[config.mk]
export PLATFORM = sky130hd
export DESIGN_NAME = reaction_timer
export DESIGN_NICKNAME = d
export VERILOG_FILES = /design/src/rtl/reaction_timer_pkg.sv /design/src/rtl/reaction_timer_bcd_inc4.sv /design/src/rtl/reaction_timer.sv
export SDC_FILE = /design/constraint.sdc
export NUM_CORES = 1
export LEC_CHECK = 0
export CAP_MARGIN = 20
export CORE_MARGIN = 8
export CORE_UTILIZATION = 55
export CTS_BUF_LIST = sky130_fd_sc_hd__clkbuf_8
export DETAILED_ROUTE_END_ITERATION = 16
export GPL_ROUTABILITY_DRIVEN = 0
export PLACE_DENSITY = 0.9
export SKIP_CTS_REPAIR_TIMING = 1
export SLEW_MARGIN = 15
export SYNTH_ARGS = -nofsm -noshare
export SYNTH_HDL_FRONTEND = slang
export SYNTH_SLANG_ARGS = --single-unit
[constraint.sdc]
create_clock -name clk -period 2.57 [get_ports clk]
set_clock_uncertainty 0.05 [all_clocks]
set_input_delay 0.514 -clock clk [delete_from_list [all_inputs] [get_ports clk]]
set_output_delay 0.514 -clock clk [all_outputs]
set_load 0.005 [all_outputs]
[src/rtl/reaction_timer_pkg.sv]
// Shared types and constants for the reaction timer.
// Holds the FSM encoding, BCD limits and a per-digit BCD helper.
package reaction_timer_pkg;

    typedef enum logic [1:0] {
        IDLE = 2'd0,
        RUN  = 2'd1,
        HOLD = 2'd2
    } state_t;

    localparam logic [15:0] BCD_MAX   = 16'h9999;
    localparam logic [15:0] BEST_INIT = 16'h9999;

    // Increment one BCD digit; bit 4 is the carry out (digit wrapped 9 -> 0).
    function automatic logic [4:0] bcd_digit_inc(input logic [3:0] d);
        logic [4:0] r;
        if (d >= 4'd9) begin
            r = 5'b1_0000;
        end else begin
            r = {1'b0, d + 4'd1};
        end
        return r;
    endfunction

endpackage

[src/rtl/reaction_timer_bcd_inc4.sv]
// Four-digit BCD incrementer with saturation at 9999.
// Purely combinational; output equals input when saturated.
module bcd_inc4
    import reaction_timer_pkg::*;
(
    input  logic [15:0] bcd_i,
    output logic [15:0] bcd_o,
    output logic        sat_o
);

    logic [15:0] sum;

    // Ripple a carry through the four digits, least significant first.
    always_comb begin
        logic       carry;
        logic [4:0] r;
        sum   = bcd_i;
        carry = 1'b1;
        r     = 5'd0;
        for (int i = 0; i < 4; i++) begin
            if (carry) begin
                r            = bcd_digit_inc(bcd_i[4*i +: 4]);
                sum[4*i +: 4] = r[3:0];
                carry        = r[4];
            end
        end
    end

    assign sat_o = (bcd_i == BCD_MAX);
    assign bcd_o = sat_o ? bcd_i : sum;

endmodule

[src/rtl/reaction_timer.sv]
// Reaction timer: counts milliseconds in BCD until the player presses.
// Tracks the best (lowest) non-overflow time since reset.
module reaction_timer
    import reaction_timer_pkg::*;
(
    input  logic        clk,
    input  logic        rst,
    input  logic        tick_ms,
    input  logic        en_counter,
    input  logic        reset_counter,
    input  logic        button,
    output logic        stop_counter,
    output logic [15:0] bcd,
    output logic        overflow,
    output logic [15:0] best,
    output logic        new_best
);

    logic        sync1_q;
    logic        sync2_q;
    logic        prev_q;
    logic [1:0]  fill_q;
    logic        arm_q;
    logic        arm_d;
    logic        press_q;
    logic        press_d;

    state_t      state_q;
    state_t      state_d;
    logic [15:0] bcd_q;
    logic [15:0] bcd_d;
    logic        ovf_q;
    logic        ovf_d;
    logic [15:0] best_q;
    logic [15:0] best_d;
    logic        stop_q;
    logic        stop_d;
    logic        nb_q;
    logic        nb_d;

    logic [15:0] bcd_inc;
    logic        bcd_sat;

    // A press needs a low level seen after reset, so a key held through reset is not a press.
    assign arm_d   = arm_q | (fill_q[1] & ~sync2_q);
    assign press_d = sync2_q & ~prev_q & arm_q;

    // Two-flop synchronizer, rising-edge detector and registered press pulse.
    always_ff @(posedge clk or posedge rst) begin
        if (rst) begin
            sync1_q <= 1'b0;
            sync2_q <= 1'b0;
            prev_q  <= 1'b0;
            fill_q  <= 2'b00;
            arm_q   <= 1'b0;
            press_q <= 1'b0;
        end else begin
            sync1_q <= button;
            sync2_q <= sync1_q;
            prev_q  <= sync2_q;
            fill_q  <= {fill_q[0], 1'b1};
            arm_q   <= arm_d;
            press_q <= press_d;
        end
    end

    bcd_inc4 u_inc (
        .bcd_i (bcd_q),
        .bcd_o (bcd_inc),
        .sat_o (bcd_sat)
    );

    // Next state: a press beats a tick, and a falling enable aborts quietly.
    always_comb begin
        state_d = state_q;
        bcd_d   = bcd_q;
        ovf_d   = ovf_q;
        best_d  = best_q;
        stop_d  = 1'b0;
        nb_d    = 1'b0;
        unique case (state_q)
            IDLE: begin
                if (reset_counter) begin
                    bcd_d = 16'h0000;
                    ovf_d = 1'b0;
                end
                if (en_counter) begin
                    state_d = RUN;
                end
            end
            RUN: begin
                if (press_q) begin
                    state_d = HOLD;
                    stop_d  = 1'b1;
                    if (bcd_q < best_q) begin
                        best_d = bcd_q;
                        nb_d   = 1'b1;
                    end
                end else if (!en_counter) begin
                    state_d = IDLE;
                end else if (tick_ms) begin
                    if (bcd_sat) begin
                        ovf_d   = 1'b1;
                        stop_d  = 1'b1;
                        state_d = HOLD;
                    end else begin
                        bcd_d = bcd_inc;
                    end
                end
            end
            HOLD: begin
                if (!en_counter) begin
                    state_d = IDLE;
                end
            end
            default: begin
                state_d = IDLE;
            end
        endcase
    end

    // Measurement state, result and best-time registers.
    always_ff @(posedge clk or posedge rst) begin
        if (rst) begin
            state_q <= IDLE;
            bcd_q   <= 16'h0000;
            ovf_q   <= 1'b0;
            best_q  <= BEST_INIT;
            stop_q  <= 1'b0;
            nb_q    <= 1'b0;
        end else begin
            state_q <= state_d;
            bcd_q   <= bcd_d;
            ovf_q   <= ovf_d;
            best_q  <= best_d;
            stop_q  <= stop_d;
            nb_q    <= nb_d;
        end
    end

    assign stop_counter = stop_q;
    assign bcd          = bcd_q;
    assign overflow     = ovf_q;
    assign best         = best_q;
    assign new_best     = nb_q;

endmodule

==> reports/results.ini <==
[outcome]
status=completed

[synthesis]
avgSynthCellArea_sq_um=10.6
synth_top_family_by_area=compound AO/OA/AOI/OAI gates
yosys_most_used_dff=dfrtp_1
ys_types=46
synth_cells=233
synth-seq-cells=44
yosys_warnings=0
synth_compound_gate_area_share_pct=14.2
synthSimpleGateAreaFrac_pct=14.2
synthesis.nets=266
synth_xor_area_share_pct=0
synth.mux.area_fraction_pct=7.92
synth-edff-count=0
syn_area_sq_um=2480
async_reset_ff_share_pct=100
synth_fa_ha_area_share_pct=13.6
ys_seq_area_share_pct=44.8

[grt]
grt_max_degree=17
grt_pass1_wl_microns=9450
grt_overflow=0
track_usage_pct=16.2
grt_pass1_vias=2052
antenna_found_initial=0

[placed_design]
io_buffers=40
dpl_worst_slack_ns=0.168
dp_hpwl_microns=4300
dp_cells=338

[floorplan]
pin_count=41
dieArea_sq_um=6920
initial_utilization_pct=57.0
core_area_sq_um=4350
fp.dieW_microns=83.2
die_h_microns=83.2
rows=24

[worst_hold_path]
holdPathStages=0
min_path_type=register to register

[route]
drcViolationCount=0
antenna_left=0
wirelength_microns=5480
vias_per_cell=5.69
drt_pass1_iterations=4
drtIter0Drc=56
vias=1969
wire_per_inst_microns=15.8

[sta]
finalHoldViolCount=0
rsz0062_at_grt=no
setup_ws_ns=0.214
setup_viol=0
hold_ws_ns=0.303
fin_crit_ns=2.36
timing.final.crit_share_pct=91.7
slew_viol_final=0
worst_slew_pin_slew_ns=0.537
max_freq_mhz=425
setup_tns_ns=0
slew_headroom_pct=63.7

[clock_tree]
clk_latency_ns=0.30
root_buffer=clkbuf_8
clk_pin_slew_worst_paths_ns=0.08
cts.sinks=44
cts_buffers=5
htree_levels=2
cts_tree=built
clockBufferDepth=2

[setup_path]
ff2ff_path_depth=8
critPathMaxStageDelay_ns=0.54
path_class=register to register
worst_setup_path_start_kind=register
crit_chain=inv_1 > ha_1 > nand4_1 > nor3_2 > o41ai_1 > o211ai_4 > buf_4 > mux2_2
required_ns=2.70
cp-end-kind=register
rrSetupSlack_ns=0.21
crit_slowest_cell=dfstp_2
arrival_ns=2.49
crit_path_max_fanout=6

[layout]
syn_to_final_growth_pct=28.4
num_antenna_cells=0
final_cells=346
final_nets=326
drive_gt1_share_pct=20.1

[power]
finalPower_uw=2500
p_leak_uw=0.00150
ir_worst_vdd_mv=0.455
powerDensity_nw_per_um2=783

[flow_run]
maxCapViolCount=0

cell families (layout without fill, tap and decap cells):
| kind of cell | after synthesis | after routing |
|---|---|---|
| AO/OA/AOI/OAI | 49 | 49 |
| buffers and inverters | 32 | 93 |
| flip-flops | 44 | 44 |
| adder cells (fa/ha/maj) | 27 | 27 |
| multiplexers | 18 | 18 |
| AND/OR/NAND/NOR | 62 | 62 |
| other | 1 | 1 |
placed cells by master, fill, tap and decap left out, drive strengths merged, types with 2 or more instances in the layout:
| master | count |
|---|---|
| dfrtp | 36 |
| nor2 | 7 |
| clkdlybuf4s50 | 40 |
| a21oi | 11 |
| ha | 27 |
| a31oi | 2 |
| nand4 | 2 |
| nand2b | 4 |
| and2 | 2 |
| o31ai | 2 |
| or3b | 4 |
| nand2 | 19 |
| clkbuf | 7 |
| a21o | 4 |
| nor3 | 4 |
| buf | 15 |
| nand4b | 2 |
| a41oi | 3 |
| mux2 | 10 |
| o21ai | 16 |
| nand3 | 9 |
| inv | 30 |
| dfstp | 8 |
| mux2i | 8 |
| nor4 | 2 |
cells in the mapped netlist (2+ instances only):
cell type  instances  share of area [%]
o31ai_1            2               0.60
dfstp_2            8                8.5
dfrtp_1           36                 36
mux2i_1            8                3.2
nand4_1            2               0.50
mux2_2             9                4.1
nor2_1             7                1.1
a21o_1             4                1.2
nand2b_1           4                1.0
nor3_1             4               0.81
a31oi_1            2               0.50
or3b_2             4                1.4
inv_1             30                4.5
o21ai_0           16                3.2
a41oi_1            3                1.1
nand2_1           19                2.9
ha_1              27                 14
nand3_1            8                1.6
a21oi_1           11                2.2
and2_1             2               0.50
nand4b_1           2               0.71
routing by layer:
| metal | GRT usage (%) | part of all wire (%) | routed length, microns |
|---|---|---|---|
| met5 | 0 | 0 | 0 |
| met4 | 6.23 | 2.2 | 119 |
| met3 | 5.08 | 5.8 | 318 |
| met2 | 26.7 | 49 | 2700 |
| met1 | 19.3 | 43 | 2350 |
worst max-delay path, delay by kind of cell, from the launching register on:
family | cells | cell delay (ns)
simple gates | 2 | 0.40
flops | 1 | 0.54
fa+ha+maj | 1 | 0.27
mux | 1 | 0.33
compound gates | 2 | 0.40
buf+inv | 2 | 0.24
state kept, by name, summed over array words and instances (netlist names):
name,flops
bcd,16
best,16
fill_q,2
state_q,2
arm_q,1
new_best,1
overflow,1
press_q,1
prev_q,1
stop_counter,1
sync1_q,1
sync2_q,1
final cells by class:
class / count / area, sq um
Multi-Input combinational cell: 157 / 1250
Fill cell: 299 / 1170
Sequential cell: 44 / 1110
Timing Repair Buffer: 55 / 526
Inverter: 30 / 113
Clock buffer: 7 / 96.3
Tap cell: 52 / 65.1
Clock inverter: 1 / 30.0
report_power, final:
| group | switching (uW) | leakage, uW | internal, uW |
|---|---|---|---|
| logic | 467 | 0.000882 | 513 |
| clock network | 224 | 0.0000645 | 343 |
| registers | 124 | 0.000556 | 826 |
per-stage QoR:
step	util, %	instance area (sq um)
after floorplan	-	2480
after CTS	73.1	3180
after detailed placement	70.2	3060
final	73.2	3190
after global placement	70.2	3060
after global routing	73.2	3190
path summary, 6_finish.rpt:
check                               start         to
worst max-delay path             best[12]    best[6]
worst min-delay path            fill_q[0]  fill_q[1]
worst max register to register   best[12]    best[6]
worst min register to register  fill_q[0]  fill_q[1]
max in group asynchronous             rst   best[15]
min in group asynchronous             rst    best[6]
(Power assumes the default switching activity.)
